==> config.mk <==
export PLATFORM = sky130hd
export DESIGN_NAME = button_event_fsm_flat
export DESIGN_NICKNAME = d
export VERILOG_FILES = /design/src/rtl/button_event_if.sv /design/src/rtl/button_event_fsm.sv /design/src/flat_wrapper.sv
export SDC_FILE = /design/constraint.sdc
export NUM_CORES = 1
export LEC_CHECK = 0
export ABC_AREA = 1
export BUFFER_PORTS_ARGS = -buffer_cell sky130_fd_sc_hd__buf_2
export CELL_PAD_IN_SITES_DETAIL_PLACEMENT = 0
export CELL_PAD_IN_SITES_GLOBAL_PLACEMENT = 1
export CORE_ASPECT_RATIO = 1.4
export CORE_UTILIZATION = 35
export CTS_BUF_LIST = sky130_fd_sc_hd__clkbuf_4 sky130_fd_sc_hd__clkbuf_8
export CTS_CLUSTER_SIZE = 30
export DETAILED_ROUTE_END_ITERATION = 6
export GPL_ROUTABILITY_DRIVEN = 0
export GPL_TIMING_DRIVEN = 0
export MAX_ROUTING_LAYER = met4
export PLACE_DENSITY_LB_ADDON = 0.1
export SYNTH_ARGS = -nofsm -noshare
export SYNTH_HDL_FRONTEND = slang
export SYNTH_SLANG_ARGS = --single-unit
==> constraint.sdc <==
create_clock -name clk -period 4.2 [get_ports clk]
set_input_delay 0.42 -clock clk [delete_from_list [all_inputs] [get_ports clk]]
set_output_delay 0.42 -clock clk [all_outputs]
set_load 0.1 [all_outputs]
==> src/rtl/button_event_if.sv <==
// Button event bundle: debounced level in, event strobes and status out.
interface button_event_if;
   logic       btn;
   logic       press_pulse;
   logic       release_pulse;
   logic       short_press;
   logic       long_press;
   logic       repeat_pulse;
   logic       held;
   logic [7:0] press_cnt;

   modport master (
      output btn,
      input  press_pulse, release_pulse, short_press,
      input  long_press, repeat_pulse, held, press_cnt
   );

   modport slave (
      input  btn,
      output press_pulse, release_pulse, short_press,
      output long_press, repeat_pulse, held, press_cnt
   );
endinterface

==> src/rtl/button_event_fsm.sv <==
// Classifies debounced presses as short/long and emits auto-repeat ticks.
// All event outputs are registered single-cycle strobes.
module button_event_fsm #(
   parameter int CNT_W      = 24,
   parameter int LONG_CYC   = 12_000_000,
   parameter int REPEAT_CYC = 2_400_000
) (
   input  logic        clk,
   input  logic        rst,
   button_event_if.slave bus
);

   typedef enum logic [1:0] {ARM, IDLE, PRESS, HOLD} state_t;

   localparam logic [CNT_W-1:0] LONG_LAST = CNT_W'(LONG_CYC - 1);
   localparam logic [CNT_W-1:0] REP_LAST  = CNT_W'(REPEAT_CYC - 1);

   state_t           state, state_n;
   logic             btn_q;
   logic             primed;
   logic [CNT_W-1:0] counter, counter_n;

   logic       press_q, press_n;
   logic       rel_q, rel_n;
   logic       short_q, short_n;
   logic       long_q, long_n;
   logic       rep_q, rep_n;
   logic       held_q, held_n;
   logic [7:0] cnt_q, cnt_n;

   // btn_q is only trusted once it has sampled btn since reset, so a
   // button held through reset is never mistaken for a release.
   always_comb begin
      state_n   = state;
      counter_n = counter;
      press_n   = 1'b0;
      rel_n     = 1'b0;
      short_n   = 1'b0;
      long_n    = 1'b0;
      rep_n     = 1'b0;
      held_n    = held_q;
      cnt_n     = cnt_q;
      unique case (state)
         ARM: begin
            if (primed && !btn_q) begin
               state_n   = IDLE;
               counter_n = '0;
            end
         end
         IDLE: begin
            if (btn_q) begin
               state_n   = PRESS;
               press_n   = 1'b1;
               held_n    = 1'b1;
               cnt_n     = cnt_q + 8'd1;
               counter_n = '0;
            end
         end
         PRESS: begin
            if (!btn_q) begin
               state_n   = IDLE;
               rel_n     = 1'b1;
               short_n   = 1'b1;
               held_n    = 1'b0;
               counter_n = '0;
            end else if (counter == LONG_LAST) begin
               // long_press lands exactly LONG_CYC cycles after press_pulse
               state_n   = HOLD;
               long_n    = 1'b1;
               counter_n = '0;
            end else begin
               counter_n = counter + CNT_W'(1);
            end
         end
         HOLD: begin
            if (!btn_q) begin
               state_n   = IDLE;
               rel_n     = 1'b1;
               held_n    = 1'b0;
               counter_n = '0;
            end else if (counter == REP_LAST) begin
               rep_n     = 1'b1;
               counter_n = '0;
            end else begin
               counter_n = counter + CNT_W'(1);
            end
         end
         default: begin
            state_n   = ARM;
            counter_n = '0;
         end
      endcase
   end

   always_ff @(posedge clk) begin
      if (rst) begin
         state   <= ARM;
         btn_q   <= 1'b0;
         primed  <= 1'b0;
         counter <= '0;
         press_q <= 1'b0;
         rel_q   <= 1'b0;
         short_q <= 1'b0;
         long_q  <= 1'b0;
         rep_q   <= 1'b0;
         held_q  <= 1'b0;
         cnt_q   <= 8'd0;
      end else begin
         state   <= state_n;
         btn_q   <= bus.btn;
         primed  <= 1'b1;
         counter <= counter_n;
         press_q <= press_n;
         rel_q   <= rel_n;
         short_q <= short_n;
         long_q  <= long_n;
         rep_q   <= rep_n;
         held_q  <= held_n;
         cnt_q   <= cnt_n;
      end
   end

   assign bus.press_pulse   = press_q;
   assign bus.release_pulse = rel_q;
   assign bus.short_press   = short_q;
   assign bus.long_press    = long_q;
   assign bus.repeat_pulse  = rep_q;
   assign bus.held          = held_q;
   assign bus.press_cnt     = cnt_q;

endmodule

==> src/flat_wrapper.sv <==
// flat-port wrapper written by rule: the top's interface ports become plain ports
module button_event_fsm_flat 
#(
   parameter int CNT_W      = 24,
   parameter int LONG_CYC   = 12_000_000,
   parameter int REPEAT_CYC = 2_400_000
)
  (clk, rst, bus_btn, bus_press_pulse, bus_release_pulse, bus_short_press, bus_long_press, bus_repeat_pulse, bus_held, bus_press_cnt);
  button_event_if bus_i ();
  input  logic clk;
  input  logic rst;
  input wire logic [$bits(bus_i.btn)-1:0] bus_btn;
  output wire logic [$bits(bus_i.press_pulse)-1:0] bus_press_pulse;
  output wire logic [$bits(bus_i.release_pulse)-1:0] bus_release_pulse;
  output wire logic [$bits(bus_i.short_press)-1:0] bus_short_press;
  output wire logic [$bits(bus_i.long_press)-1:0] bus_long_press;
  output wire logic [$bits(bus_i.repeat_pulse)-1:0] bus_repeat_pulse;
  output wire logic [$bits(bus_i.held)-1:0] bus_held;
  output wire logic [$bits(bus_i.press_cnt)-1:0] bus_press_cnt;
  assign bus_i.btn = bus_btn;
  assign bus_press_pulse = bus_i.press_pulse;
  assign bus_release_pulse = bus_i.release_pulse;
  assign bus_short_press = bus_i.short_press;
  assign bus_long_press = bus_i.long_press;
  assign bus_repeat_pulse = bus_i.repeat_pulse;
  assign bus_held = bus_i.held;
  assign bus_press_cnt = bus_i.press_cnt;
  button_event_fsm #(.CNT_W(CNT_W), .LONG_CYC(LONG_CYC), .REPEAT_CYC(REPEAT_CYC)) u_core (.clk(clk), .rst(rst), .bus(bus_i));
endmodule
==> summary.txt <==
Status
  • Status: finished, final reports clean

Setup path
  • Critical path origin: u_core.counter[0]$_SDFFE_PP0P_
  • Worst setup path end: u_core.counter[22]$_SDFFE_PP0P_
  • RR Startpoint: u_core.counter[0]$_SDFFE_PP0P_
  • CP Capture Type: flop
  • R2R setup slack: 2.42 ns
  • Most numerous cell on the critical path: nand3_1
  • WP data required: between 4 and 5 ns
  • Crit path buffers/inverters: 1
  • Critical path class: flop to flop
  • Worst Path Arrival: slightly below 2 ns
  • R2R Path End: u_core.counter[22]$_SDFFE_PP0P_
  • Critical Path Slowest Stage Cell: dfxtp_1
  • CP peak stage delay: 0.36 ns
  • Crit path launch type: flop
  • Worst-path cell chain: ha_1 > nand3_1 > nor2_2 > nand3_1 > nand2_2 > nand3_4 > nand2_4 > buf_8 > nor2_1
  • Cell depth of the worst flop-to-flop path: 9
  • Critical path depth in cells: 9
  • Crit path max-delay family: simple AND/OR/NAND/NOR gates
  • CP max FO: 10

Synth
  • Flops & latches, synth: 42
  • Top cells by area, synth: dfxtp_1, nand2_1, nor2_1
  • Most common library cells after synthesis: nand2_1, nor2_1, dfxtp_1
  • Avg Inst Size Synth: 6.87 sq um
  • Dominant cell type by area after synthesis: dfxtp_1
  • Post-synthesis cell area: 2200 sq um
  • Syn Inst Count: 320
  • Mapped Nets: 330
  • Distinct cells, synth: 30
  • Synth warnings: 0
  • FFs w/ async S/R, synth: 0%
  • Synth Flop Type: dfxtp_1
  • Count leader, synth: nand2_1
  • EDFF count, synth: 0
  • Synth top area share: 38.2%
  • Register area share after synthesis: a little under two fifths

Layout
  • Share of cells above drive strength 1: 14.0%
  • NumNets Final: 353
  • Finished Cell Area: 2440 sq um
  • Ant diodes: 0
  • Most flop-heavy register: u_core.counter
  • Area grow syn2layout: 11.2%
  • Max reg flops: 24
  • FILL cells: 687

Global route
  • Largest net degree at the start of global routing: 13
  • Total gr overflow: 0
  • Initial antenna violation count: 0
  • GRT Total Usage: 18.4%
  • First-pass GRT wire length: around 8.7 mm
  • Vias in the first global route: 1937

Route
  • Uppermost layer routed: met4
  • Detailed Route Iter0 Violations: 60
  • WL final: roughly 5.0 mm
  • WL per Instance: 12.1 microns
  • Vias post-DR: between 1500 and 2000
  • Final ANT Viol Nets: 0
  • Vias per inst: 4.77
  • Met3 WL: ~100 microns
  • Met2 WL post-DR: 2.67 mm
  • Drt pass-1 iters: 4
  • DRC viols: 0
  • Met1 Wirelength: 2.14 mm

Timing
  • Relative max-transition margin: 63.4%
  • Setup-failing EPs final: 0
  • Skew final: between 0.006 and 0.007 ns
  • Fin Setup TNS: 0 ns
  • RSZ-0062 raised after global routing: no
  • Worst-Margin Slew: 0.549 ns
  • Post-route clock period utilization: a little over two fifths
  • Final min period: 1.78 ns
  • Max Freq: 0.563 GHz
  • Fin. max-slew vios: 0
  • Final Hold Violating Endpoints: 0

Clock network
  • CTS max path bufs: 2
  • CTS buffer count: 5
  • CTS tree: built
  • Clock Sink Count: 42
  • Worst skew pair latency: 0.29 ns
  • Root Buffer: clkbuf_8
  • Post-CTS sizing: 0
  • Htree depth: 2
  • Clock slew at reported path FFs: 0.08 ns
  • Cts hold-fix bufs: 0
  • Post-CTS setup buffers: 0

Floorplanning
  • Die ar.: about 6600 sq um
  • Initial Util: ~37%
  • FP Rows: 33
  • I/O pin total: 17
  • Core ar.: ~6000 sq um
  • DIE WIDTH: 69.0 microns
  • Die height: 95.8 microns

Hold path
  • Hold Crit Class: primary input to flop
  • Worst min-delay path startpoint: bus_btn

Power
  • Pwr Density: 425 nW/um^2
  • Max VDD drop: 0.184 mV
  • P_leak: 1.08 nW
  • Overall Power: about 1.0 mW

Placement
  • Cell Area, Placed: ~2400 sq um
  • Final HPWL DP: around 3.9 mm
  • PortBufs: 16

Job
  • Max-cap viol count: 0
## through the flow
stage,setup slack [ns],hold WS [ns],utilization (%),std cells
CTS,2.37,0.317,41.1,413
floorplan,2.20,0.460,-,320
detailed placement,2.38,0.436,39.8,406
global placement,2.38,0.436,39.8,406
finish,2.42,0.326,41.1,413
global route,2.21,0.351,41.1,413
## layer usage
layer  up-vias  global-route usage, %
met2        24                   33.6
li1       1057                      -
met3        10                   2.84
met5         -                      -
met4         0                   6.63
met1       877                   19.5
## cell type report
class | instances | area [sq um] | area share (%)
multi-input cells | 226 | 1140 | 46.6
clock inverters | 2 | 10.0 | 0.409
repair buffers | 16 | 80.1 | 3.28
inverters | 46 | 173 | 7.06
well taps | 70 | 87.6 | 3.58
clock buffers | 5 | 68.8 | 2.81
flip-flops and latches | 42 | 841 | 34.4
plain buffers | 6 | 46.3 | 1.89
## worst reg2reg max path, stage by stage (launching register included)
cell and delay [ns]:
dfxtp_1 0.36, ha_1 0.18, nand3_1 0.15, nor2_2 0.21
nand3_1 0.13, nand2_2 0.15, nand3_4 0.16, nand2_4 0.14
buf_8 0.14, nor2_1 0.05
## power breakdown
group / leakage, nW / internal [mW] / switching (mW)
Sequential: 0.340 / 0.420 / 0.0175
Combinational: 0.695 / 0.0962 / 0.256
Clock: 0.0438 / 0.112 / 0.137
Total: 1.08 / 0.628 / 0.411
## worst min-delay path by stage
stage | to | depth (start not counted)
after CTS | u_core.btn_q$_SDFF_PP0_ | 3
after global placement | u_core.bus.press_cnt[7]$_SDFFE_PP0P_ | 1
after floorplan | u_core.counter[1]$_SDFFE_PP0P_ | 2
final | u_core.btn_q$_SDFF_PP0_ | 3
after detailed placement | u_core.bus.press_cnt[7]$_SDFFE_PP0P_ | 1
after global routing | u_core.btn_q$_SDFF_PP0_ | 3
## logic make-up after synthesis
kind of cell	count (synthesis)	synth area share, %
and+or+nand+nor	182	37.2
buffers and inverters	52	9.96
DFF	42	38.2
AOI/OAI and AO/OA	27	6.66
xor gates and xnor gates	10	3.98
adders and majority gates	7	3.98
## cell usage in the layout (no fill, tap or decap), drive strengths merged
| cell | Yosys | routed |
|---|---|---|
| a21oi | 13 | 13 |
| a31o | 1 | 1 |
| a31oi | 2 | 2 |
| buf | 4 | 20 |
| clkbuf | 2 | 7 |
| clkinv | 0 | 2 |
| dfxtp | 42 | 42 |
| ha | 7 | 7 |
| inv | 46 | 46 |
| nand2 | 74 | 74 |
| nand3 | 25 | 25 |
| nand4 | 10 | 10 |
| nor2 | 60 | 60 |
| nor3 | 9 | 9 |
| nor3b | 1 | 1 |
| nor4 | 2 | 2 |
| o21ai | 9 | 9 |
| o21bai | 1 | 1 |
| o31ai | 1 | 1 |
| or2 | 1 | 1 |
| xnor2 | 3 | 3 |
| xor2 | 7 | 7 |
Note: power is estimated with default switching activity, not from simulation.
